--- src/rtl/debounce_pkg.sv ---
// Shared defaults and helpers for the debounce bank.
package debounce_pkg;

    localparam int   DEF_STABLE_CNT = 180000;
    localparam logic DEF_IDLE_LVL   = 1'b1;

    // Smallest width able to hold the values 0 .. value-1.
    function automatic int clog2(input int value);
        int width;
        width = 0;
        while ((64'd1 << width) < 64'(value)) begin
            width = width + 1;
        end
        return width;
    endfunction

endpackage

--- src/rtl/debounce_ch.sv ---
// One debounced channel: 2-flop synchroniser, stability counter, output flop and edge pulses.
module debounce_ch
    import debounce_pkg::*;
#(
    parameter int   STABLE_CNT = DEF_STABLE_CNT,
    parameter logic IDLE_LVL   = DEF_IDLE_LVL
) (
    input  logic clk,
    input  logic rst,
    input  logic ce,
    input  logic sw_in,
    output logic sw_out,
    output logic rise,
    output logic fall,
    output logic evt_next
);

    localparam int               CNT_W   = clog2(STABLE_CNT);
    localparam logic [CNT_W-1:0] CNT_MAX = CNT_W'(STABLE_CNT - 1);

    logic             r_meta;
    logic             r_sync;
    logic             r_out;
    logic [CNT_W-1:0] r_cnt;
    logic             r_rise;
    logic             r_fall;

    logic             w_out_next;
    logic [CNT_W-1:0] w_cnt_next;
    logic             w_rise_next;
    logic             w_fall_next;

    // Agreement clears the count even while ce is low, so a glitch never accumulates.
    always_comb begin
        w_out_next  = r_out;
        w_cnt_next  = r_cnt;
        w_rise_next = 1'b0;
        w_fall_next = 1'b0;
        if (r_sync == r_out) begin
            w_cnt_next = '0;
        end else if (ce) begin
            if (r_cnt == CNT_MAX) begin
                w_out_next  = r_sync;
                w_cnt_next  = '0;
                w_rise_next = r_sync;
                w_fall_next = ~r_sync;
            end else begin
                w_cnt_next = r_cnt + CNT_W'(1);
            end
        end
    end

    always_ff @(posedge clk) begin
        if (rst) begin
            r_meta <= IDLE_LVL;
            r_sync <= IDLE_LVL;
            r_out  <= IDLE_LVL;
            r_cnt  <= '0;
            r_rise <= 1'b0;
            r_fall <= 1'b0;
        end else begin
            r_meta <= sw_in;
            r_sync <= r_meta;
            r_out  <= w_out_next;
            r_cnt  <= w_cnt_next;
            r_rise <= w_rise_next;
            r_fall <= w_fall_next;
        end
    end

    assign sw_out   = r_out;
    assign rise     = r_rise;
    assign fall     = r_fall;
    assign evt_next = w_rise_next | w_fall_next;

endmodule

--- src/rtl/debounce_bank.sv ---
// Bank of independent debounced switch inputs with a shared registered event flag.
module debounce_bank
    import debounce_pkg::*;
#(
    parameter int   N_CH       = 8,
    parameter int   STABLE_CNT = DEF_STABLE_CNT,
    parameter logic IDLE_LVL   = DEF_IDLE_LVL
) (
    input  logic            clk,
    input  logic            rst,
    input  logic            ce,
    input  logic [N_CH-1:0] sw_in,
    output logic [N_CH-1:0] sw_out,
    output logic [N_CH-1:0] rise,
    output logic [N_CH-1:0] fall,
    output logic            any_evt
);

    logic [N_CH-1:0] w_evt_next;
    logic            r_any_evt;

    generate
        for (genvar gi = 0; gi < N_CH; gi++) begin : g_ch
            debounce_ch #(
                .STABLE_CNT (STABLE_CNT),
                .IDLE_LVL   (IDLE_LVL)
            ) u_ch (
                .clk      (clk),
                .rst      (rst),
                .ce       (ce),
                .sw_in    (sw_in[gi]),
                .sw_out   (sw_out[gi]),
                .rise     (rise[gi]),
                .fall     (fall[gi]),
                .evt_next (w_evt_next[gi])
            );
        end
    endgenerate

    // Built from the channels' next-pulse terms so the flag lands with the pulses.
    always_ff @(posedge clk) begin
        if (rst) begin
            r_any_evt <= 1'b0;
        end else begin
            r_any_evt <= |w_evt_next;
        end
    end

    assign any_evt = r_any_evt;

endmodule

--- config.mk ---
export PLATFORM = sky130hd
export DESIGN_NAME = debounce_bank
export DESIGN_NICKNAME = d
export VERILOG_FILES = /design/src/rtl/debounce_pkg.sv /design/src/rtl/debounce_ch.sv /design/src/rtl/debounce_bank.sv
export SDC_FILE = /design/constraint.sdc
export NUM_CORES = 1
export LEC_CHECK = 0
export CAP_MARGIN = 20
export CORE_MARGIN = 2
export CORE_UTILIZATION = 54
export CTS_CLUSTER_DIAMETER = 30
export DETAILED_ROUTE_END_ITERATION = 6
export GPL_ROUTABILITY_DRIVEN = 1
export HOLD_SLACK_MARGIN = 0.15
export PLACE_DENSITY_LB_ADDON = 0.2
export REMOVE_ABC_BUFFERS = 1
export SYNTH_ARGS = -nofsm -noshare
export SYNTH_HDL_FRONTEND = slang
export SYNTH_HIERARCHICAL = 1
export SYNTH_SLANG_ARGS = --single-unit
--- constraint.sdc ---
create_clock -name clk -period 1.8 [get_ports clk]
set_input_delay 0.36 -clock clk [delete_from_list [all_inputs] [get_ports clk]]
set_output_delay 0.36 -clock clk [all_outputs]
set_load 0.005 [all_outputs]
* Word level (Yosys, flattened, before mapping)
Index checks and enable logic that the tools add are counted.
Widths: inputs -> output; s select.
** Word-level totals
- Flip-flop bits (word level) :: 185
- Input bits :: 11
- Output and inout port bits :: 25
- Logic and storage cells :: 170
** Operators by class
- Add/subtract/negate cells :: 8
- Eq/ne operators :: 16
- Multiplexer cells :: 56
- Bitwise logic cells :: 24
- Reductions and logical operators :: 17
** Operator list (count)
- $add 18x1->18 const B :: 8
- $eq 18x18->1 const B :: 8
- $mux 18 :: 8
- $mux 1 :: 48
- $reduce_and 3->1 :: 8
- $not 1->1 :: 16
- $reduce_or 2->1 :: 8
- $eq 1x1->1 :: 8
- $or 1x1->1 :: 8
- $reduce_or 8->1 :: 1

* Logic depth before layout (Yosys ltp)
- Depth after elaboration :: 6
- Depth in mapped cells :: 8
- Depth with buffers taken out :: 7

* Cells and area by module
The synthesis kept the hierarchy.
** By module, submodules not included
- debounce_ch :: instances 8, cells each 114, area each 1018.5 µm², seq. area each 460.4 µm²
- debounce_bank :: instances 1, cells each 4, area each 37.5 µm², seq. area each 20.0 µm²

* Least setup slack after synthesis
OpenSTA, ideal clock, no wires.
- Kind :: reg-to-reg
- From :: register g_ch[0].u_ch.r_cnt[0]
- To :: register g_ch[0].u_ch.r_out
- Library setup time :: 120 ps
- Data arrival time :: 1616 ps
- Data required time :: 1680 ps
- Slack :: 64 ps
- Cell stages (with the launch flop) :: 7
- Buffers on the path :: 1
- Clock period less this slack :: 1736 ps
- Path through :: dfxtp_1 ha_1 and4_2 buf_2 nand4_1 or2_2 a211o_1
** On the way
- Word-level cells in the longest chain between the ends :: 2
** RTL lines
- from (decl) :: RTL line debounce_ch.sv:24 : logic [CNT_W-1:0] r_cnt;
- from (signal assigned) :: RTL line debounce_ch.sv:65 : r_cnt <= w_cnt_next;
- $eq 18x18->1 :: RTL line debounce_ch.sv:42 : if (r_cnt == CNT_MAX) begin
- $reduce_and 3->1 (no source line)
- to (signal assigned) :: RTL line debounce_ch.sv:64 : r_out <= w_out_next;
- to (decl) :: RTL line debounce_ch.sv:23 : logic r_out;
No other way between the ends.
A chain may end at the register's enable or synchronous reset.

* Worst setup path after layout
- From :: register g_ch[6].u_ch.r_cnt[1]
- To :: register r_any_evt, in the netlist any_evt
** On the way
- Word-level cells in the longest chain between the ends :: 6
- Elaborated cells between the ends (all ways) :: 9
- Classes of those cells :: 1 x eq/ne; 6 x mux; 1 x bitwise; 1 x reduce/logical
** RTL lines
- from (decl) :: RTL line debounce_ch.sv:24
- from (signal assigned) :: RTL line debounce_ch.sv:65
- $eq 18x18->1 (*) :: RTL line debounce_ch.sv:42
- $mux 1 :: RTL line debounce_ch.sv:42
- $mux 1 :: RTL line debounce_ch.sv:41 : end else if (ce) begin
- $mux 1 :: RTL line debounce_ch.sv:39 : if (r_sync == r_out) begin
- $or 1x1->1 (*) :: RTL line debounce_ch.sv:74 : assign evt_next = w_rise_next | w_fall_next;
- via w_evt_next[6] :: RTL line debounce_bank.sv:19 : logic [N_CH-1:0] w_evt_next;
- $reduce_or 8->1 (*) :: RTL line debounce_bank.sv:45 : r_any_evt <= |w_evt_next;
- to (signal assigned) :: RTL line debounce_bank.sv:45
- to (decl) :: RTL line debounce_bank.sv:20 : logic r_any_evt;
Mark *: on every way through the listed nets, which the timed path passes. The rest lies on a longest branch.

==> run_results.csv <==
group,metric,value,unit
run,cap_violations,0,
power,cellLeakagePower,3.39,nW
synth,synthCells,916,
synth,synth.most_common_cell,"dfxtp_1",
global_route,antenna_found_initial,0,
global_route,first_global_vias,6602,
worst_setup_path,arrival,2.11,ns
layout,fin_nets,1060,
sta,slew_headroom,0.567,
detailed_routing,firstDrtPassIters,7,
layout,regArea,3720,um^2
power,ir_drop,0.000682,V
layout,fin_area,10100,um^2
place,placed_area,9420,um^2
global_route,grt-ovfl-total,0,
sta,setup_viol,0,
synth,synth_top_area_cell,"dfxtp_1",
synth,synth-seq-cells,185,
detailed_routing,wl_per_cell,13.5,um
synth,synth_top_area_frac,0.452,
detailed_routing,drc,0,
detailed_routing,routed-wl-met2,8.00,mm
sta,finalCritPeriodShare,0.982,
layout,nFillCells,1244,
place,io_buffers,35,
cts,clock_latency,0.43,ns
cts,holdBufCountCts,0,
sta,rsz0062_at_grt,"yes",
synth,syn-cell-area,8190,um^2
floorplanning,die_area,16200,um^2
sta,finClkSkew,0.00953,ns
detailed_routing,wl_met1,8.04,mm
place,routabilityCongestion,0.879,
sta,setup-tns-final,0,ns
floorplanning,ios,36,
hold_path,worstHoldEndpoint,"g_ch[3].u_ch/r_cnt[0]",
global_route,grt_pass1_wl,29.6,mm
layout,finalNonFillerCells,1242,
power,powerDensity,814,nW/um^2
detailed_routing,dr_total_vias,6779,
worst_setup_path,ff2ff_setup_slack,0.03,ns
cts,htree_levels,4,
detailed_routing,drtIter0Drc,381,
cts,clock-root-buffer,"clkbuf_16",
synth,synthTopCellsByArea,"dfxtp_1, xnor2_1, nor2_1, xor2_1, nand3_1",
synth,ys.flop_type,"dfxtp_1",
detailed_routing,met3WireLength,443,um
hold_path,min_path_type,"input pin to register",
synth,synth_commonest_cells,"dfxtp_1, nor2_1, xnor2_1, nand2_1, nand3_1",
layout,syn_to_final_growth,23.4,%
detailed_routing,drt_wl_total,16.8,mm
synth,yosys_warnings,6,
worst_setup_path,crit_required,2.15,ns
hold_path,min_from,"ce",
global_route,grt_max_degree,31,
power,total_power,0.00822,W
floorplanning,core,15000,um^2
status,status,"finished clean",
detailed_routing,ant_nets,0,
layout,multi_input_area,4310,um^2
place,dp.cells,1210,
synth,synth.avg_cell_area,8.94,um^2
floorplanning,initial_core_util,0.544,
worst_setup_path,crit_fanout,4,
global_route,track_usage,0.221,
sta,fmax,566,MHz
detailed_routing,vias_per_cell,5.46,
cts,numCtsBuffers,17,
cts,clock-sinks,185,
synth,async_flop_share,0,
cts,clockBufferDepth,2,
sta,hold_violations,0,
place,hpwl,12.0,mm
synth,synth_seq_area_share,0.452,
worst_setup_path,crit_type,"register to register",
floorplanning,die_w,127,um
sta,setup_ws,0.0324,ns
cts,clk_pin_slew,0.07,ns
detailed_routing,top_layer,"met4",
synth,synth.distinct_cells,29,
worst_setup_path,reg2reg_from,"g_ch[6].u_ch/r_cnt[1]",
floorplanning,num_rows,45,
cts,postCtsSetupRepairBufs,0,
place,place_ws,-0.125,ns
sta,worstMarginPinSlew,0.650,ns
layout,diodes,0,
worst_setup_path,endpoint_kind,"register",
synth,synth_edf_count,0,
hold_path,hold_depth,4,
worst_setup_path,startpoint_type,"register",
sta,maxSlewViolCount,0,
sta,period_needed,1.77,ns
cts,cts_tree,"built",
worst_setup_path,rr_worst_depth,7,
layout,drive_gt1_frac,0.211,
worst_setup_path,worst_r2r_endpoint,"any_evt",
floorplanning,die_y,127,um
-- state kept, by name, summed over array words and instances (netlist names) --
| register | count |
|---|---|
| g_ch.u_ch/r_cnt | 144 |
| g_ch.u_ch/sw_out | 8 |
| g_ch.u_ch/r_sync | 8 |
| any_evt | 1 |
| g_ch.u_ch/fall | 8 |
| g_ch.u_ch/r_meta | 8 |
| g_ch.u_ch/rise | 8 |
-- cell usage in the layout, fill, tap and decap left out, drive strengths merged, types with 19 or more instances in the layout --
cell type	n
o21ai	40
clkbuf	19
nand2	56
a21oi	41
nand4	40
xnor2	64
or2	24
xor2	40
or3	48
nor2	128
nand3	48
buf	97
clkdlybuf4s50	33
and4	24
dfxtp	185
inv	26
nor4	26
-- how the worst max path moves through the flow --
stage	startpoint	end	slack [ns]	cells after the start
global placement	ce	g_ch[1].u_ch/r_cnt[17]	-0.09	6
detailed placement	ce	g_ch[0].u_ch/r_cnt[17]	-0.13	6
finish	g_ch[6].u_ch/r_cnt[1]	any_evt	0.03	7
floorplan	g_ch[0].u_ch/r_cnt[0]	g_ch[0].u_ch/sw_out	0.12	5
CTS	g_ch[0].u_ch/sw_out	sw_out[0]	0.002	1
global route	g_ch[6].u_ch/r_cnt[1]	any_evt	-0.05	7
-- worst max-delay path, cell delays in order (launching register included) --
cell	delay, ns
dfxtp_1	0.39
ha_1	0.20
and4_2	0.25
nand4_1	0.10
or2_2	0.34
nor2_1	0.19
nor4_1	0.09
a21oi_1	0.14
-- cell type report --
type                       count  area share
clock inverter                13      0.0192
inverter                      24     0.00892
timing repair buffer         130       0.111
tap                          188      0.0233
multi-input combinational    683       0.426
clock buffer                  19      0.0429
sequential                   185       0.369
-- timing repair --
| item | CTS | global route |
|---|---|---|
| resized for setup | 2 | 22 |
| endpoints found under the setup margin | 2 | 14 |
| endpoints found under the hold margin | 0 | 0 |
-- kinds of logic after synthesis --
group / after synthesis / synth area share
XOR/XNOR: 104 / 0.111
multiplexers: 8 / 0.00978
AND/OR/NAND/NOR: 466 / 0.319
AO/OA/AOI/OAI: 97 / 0.0691
flip-flops: 185 / 0.452
buffers and inverters: 48 / 0.0257
adder cells (fa/ha/maj): 8 / 0.0122
-- power breakdown --
part / leakage, nW / total (W) / internal (W) / switching (W)
sequential: 1.50 / 0.00413 / 0.00411 / 0.0000150
combinational: 1.58 / 0.000173 / 0.0000822 / 0.0000908
clock: 0.302 / 0.00392 / 0.00234 / 0.00158
-- routing by layer --
metal / GRT usage / vias up
li1: - / 3508
met1: 0.287 / 3161
met2: 0.364 / 84
met3: 0.0490 / 26
met4: 0.0821 / 0
met5: 0 / -
-- metrics by stage --
| stage | utilization | hold WS, ns |
|---|---|---|
| 2_1_floorplan | - | 0.389 |
| 3_3_place_gp | 0.626 | 0.395 |
| 3_5_place_dp | 0.626 | 0.397 |
| 4_1_cts | 0.669 | 0.390 |
| 5_1_grt | 0.672 | 0.418 |
| 6_report | 0.672 | 0.409 |
Power figures use the tool's default switching activity.
==> RTL edit 1 (config.mk and constraints unchanged) <==
Change the parameter `N_CH` from 8 to 4.
--- a/src/rtl/debounce_bank.sv
+++ b/src/rtl/debounce_bank.sv
@@ -4,3 +4,3 @@
 #(
-    parameter int   N_CH       = 8,
+    parameter int   N_CH       = 4,
     parameter int   STABLE_CNT = DEF_STABLE_CNT,
Ports: changed (resized fall, rise, sw_in and sw_out); port bits go from 36 to 20. The function was not compared with the original's and may differ.
==> RTL edit 1 against the unedited design <==
Routed wire length shrank 49%; power shrank 57%; synthesized area shrank 50%; via count shrank 50%; worst setup slack gained 39 ps; core utilization grew 0.26 points; sequential cell count shrank 92; sequential power shrank 50%; count of clock-buffer cells in the layout shrank 9; design area shrank 51%; critical path type unchanged; largest cell class unchanged.
==> RTL edit 1: results (changes against the unedited design) <==
| Metric | Value |
|---|---|
| Outcome | finished, final reports clean |
| Synth cell types | 39 (+34%) |
| WHS | 413 ps (+4.00 ps) |
| DP Worst Slack | -421 ps (-296 ps) |
| Share of cells above drive strength 1 | 19.4% (-1.7 points) |
| Total GRT Usage | 20.7% (-1.4 points) |
| Fraction of synthesized cell area in xor and xnor cells | 11.3% (+0.15 points) |
| DR iter-0 viols | 102 (-73%) |
| Area contributors post-synth | dfxtp_1 (45%), nor2_1 (5.9%), xnor2_1 (5.7%) |
| Crit path from | g_ch[0].u_ch/r_cnt[5] |
| Reg clk slew, reported paths | 100 ps (+30 ps) |
| Via count | 3406 (-50%) |
| Placed cell count | 603 (-50%) |
| Seq/Total Area, Yosys | 45.2% (about the same) |
| Post-synthesis adder-cell area fraction | 1.22% (-0.0071 points) |
| Buffers on Ports | 19 (-46%) |
| HP Class | reg -> reg |
| Worst path slowest cell | dfxtp_2 |
| First-pass GRT wire length | 14200 um (-52%) |
| Crit Path Max Fanout | 5 (+1) |
| Lkg Pwr | 1.64 nW (-51%) |
| Fillers | 594 (-52%) |
| Synth Area in Compound Gates | 6.93% (+0.021 points) |
| Synth top cells by count | dfxtp_1 (93), nor2_1 (65), xnor2_1 (27) |
| Routed len/inst | 13.7 um (+1.6%) |
| Final setup margin | 71.3 ps (+38.9 ps) |
| Avg Inst Size Synth | 9.07 sq um (+1.5%) |
| Max rail drop VDD | 0.401 mV (-41%) |
| RePlAce Congestion | 0.885 (+0.61%) |
| Worst-case clock skew | 12.6 ps (+3.07 ps) |
| Pin count of the biggest net entering global routing | 19 (-39%) |
| Slowest Stage Delay on Critical Path | 360 ps (-30 ps) |
| Dpl hpwl | 5900 um (-51%) |
| Max reg flops | 72 (-50%) |
| Htree depth | 3 (-1) |
| Max-slew headroom | 73.2% (+17 points) |
| 1st-pass router iterations | 4 (-3) |
| Clk_lat worst skew | 360 ps (-70 ps) |
[RTL edit 1: changes by cell type in the layout (fill, tap and decap cells not counted), moves of 15 or more]
cell	before	now
xnor2_1	64	27
inv_1	24	9
a21oi_1	40	18
buf_4	90	40
clkdlybuf4s50_1	33	18
nand3_1	47	21
nor4_1	26	10
nor2_1	126	65
nand2_1	56	26
dfxtp_1	169	86
or3_1	32	15
o21ai_0	32	16
clkbuf_16	17	0
[RTL edit 1: area by class of cell]
type                       instances  area, sq um  area share, %
sequential                        93         1870           37.8
tap                               99          124           2.51
clock buffer                      10          128           2.58
multi-input combinational        339         2150           43.5
inverter                           9         33.8          0.683
timing repair buffer              64          566           11.4
clock inverter                     6         70.1           1.42
[RTL edit 1: timing repair]
item | in CTS | in global routing
hold buffers | 0 | 0
gates resized for setup | 2 | 8
cloned | 1 | 0
setup endpoints to repair | 3 | 5
[RTL edit 1: worst paths after layout]
path,end,depth (start not counted)
worst min register to register,g_ch[2].u_ch/r_sync,1
worst max register to register,g_ch[0].u_ch/sw_out,5
worst min-delay path,g_ch[2].u_ch/r_sync,1
worst max-delay path,g_ch[0].u_ch/sw_out,5
[RTL edit 1: power breakdown]
part	internal (mW)	switching, mW	leakage, nW	total (mW)
Sequential	2.07	0.00665	0.755	2.07
Clock	0.652	0.741	0.0895	1.39
Combinational	0.0466	0.0464	0.799	0.0930
Total	2.76	0.794	1.64	3.56
[RTL edit 1: metal layers]
layer	global-route usage (%)	vias up	wire length, um
li1	-	1729	-
met3	3.40	6	215
met4	8.08	0	79
met1	27.2	1614	4190
met5	0	-	0
met2	34.1	57	4020
[RTL edit 1: worst reg2reg max path, stage by stage, from the launching register on]
cell	delay, ps
dfxtp_2	360
buf_4	150
nor4b_1	320
nand4_1	150
or2_2	330
a211o_1	300
==> RTL edit 2 (config.mk and constraints unchanged) <==
Without the edit above. Add an input register stage for `ce` and `sw_in`; this delays them by one clock.
--- a/src/rtl/debounce_bank.sv
+++ b/src/rtl/debounce_bank.sv
@@ -18,2 +18,10 @@
 
+    logic ce_q;
+    logic [N_CH-1:0] sw_q;
+
+    always_ff @(posedge clk) begin
+        ce_q <= ce;
+        sw_q <= sw_in;
+    end
+
     logic [N_CH-1:0] w_evt_next;
@@ -29,4 +37,4 @@
                 .rst      (rst),
-                .ce       (ce),
-                .sw_in    (sw_in[gi]),
+                .ce       (ce_q),
+                .sw_in    (sw_q[gi]),
                 .sw_out   (sw_out[gi]),
Function: same outputs for any inputs over 10 cycles, from zero or initial values and one cycle with rst high; that may be too few to reach the edited logic, so the function may still have changed.
==> RTL edit 2 against the unedited design <==
First-iteration DRC count shrank 22%; routed wire length down 0.60%; die area grew 2.1%; sequential share of layout area rose by 1.3 points; worst hold slack lost 41 ps; worst setup slack lost 26 ps; power up 0.42%; critical endpoint unchanged; maximum frequency decreased by 1.4%; design area grew 1.4%; core utilization grew 0.43 points; synthesized cell count up 0.98%; synthesized area rose by 2.2%; sequential cell count up 9.
==> RTL edit 2: results (changes against the unedited design) <==
| Metric | Value |
|---|---|
| Fraction of synthesized cell area in xor and xnor cells | 10.9% (-0.24 points) |
| Max rail drop VDD | 0.685 mV (+0.40%) |
| Synth top cells by count | dfxtp_1 (194), nor2_1 (128), xnor2_1 (64) |
| First-pass GRT wire length | 28300 um (-4.6%) |
| Placed cell count | 1199 (-0.91%) |
| Post-synthesis adder-cell area fraction | 1.20% (-0.026 points) |
| Slowest Stage Delay on Critical Path | 370 ps (-20 ps) |
| Nets | 1055 (-0.47%) |
| Via count | 6680 (-1.5%) |
| Synth Area in Compound Gates | 6.76% (-0.15 points) |
| Outcome | finished, final reports clean |
| Mux cell area share after synthesis | 0.957% (-0.021 points) |
| Worst-case clock skew | 6.94 ps (-2.60 ps) |
| Sequential share of power | 52.6% (+2.4 points) |
| Sw frac | 21.5% (+1.0 points) |
| Met3 Usage GRT | 4.95% (+0.049 points) |
| Int Pwr | 6.48 mW (-0.85%) |
| WP data arrival | 2150 ps (+40 ps) |
| Placed Area | 9490 sq um (+0.78%) |
| Clock Power Share | 45.2% (-2.5 points) |
| Postcts setup bufs | 1 (+1) |
| DR WL met3 | 556 um (+26%) |
| Area contributors post-synth | dfxtp_1 (46%), xnor2_1 (6.7%), nor2_1 (5.7%) |
| Final wirelength | 16700 um (-0.60%) |
| Pin count of the biggest net entering global routing | 50 (+61%) |
| Fillers | 1207 (-3.0%) |
| Routed len/inst | 13.5 um (-0.20%) |
| Measured slew at the worst slew-check pin | 379 ps (-271 ps) |
| Routing usage on met2 | 34.3% (-2.1 points) |
| WL met1 | 8150 um (+1.4%) |
| DR iter-0 viols | 297 (-22%) |
| RePlAce Congestion | 0.815 (-7.3%) |
==> RTL edit 2: cell count changes after synthesis <==
cell	change
dfxtp_1	+9
==> RTL edit 2: final timing paths <==
path	from	to	cells past startpoint	slack (ps)
max reg2reg	g_ch[7].u_ch/r_cnt[1]	any_evt	7	6
max	g_ch[7].u_ch/r_cnt[1]	any_evt	7	6
min	sw_in[5]	sw_q[5]	1	370
min reg2reg	sw_q[3]	g_ch[3].u_ch/r_meta	1	410
==> RTL edit 2: final cells by class <==
class | count | area share [%]
sequential | 194 | 38.1
tap | 188 | 2.30
timing repair buffer | 116 | 10.5
clock buffer | 18 | 4.19
multi-input combinational | 683 | 42.5
inverter | 24 | 0.880
clock inverter | 14 | 1.50
==> RTL edit 2: critical path, delay by kind of cell (launching register included) <==
kind	cells	cell delay (ps)
AO/OA/AOI/OAI	1	170
flip-flops	1	370
AND/OR/NAND/NOR	5	990
adder cells (fa/ha/maj)	1	180
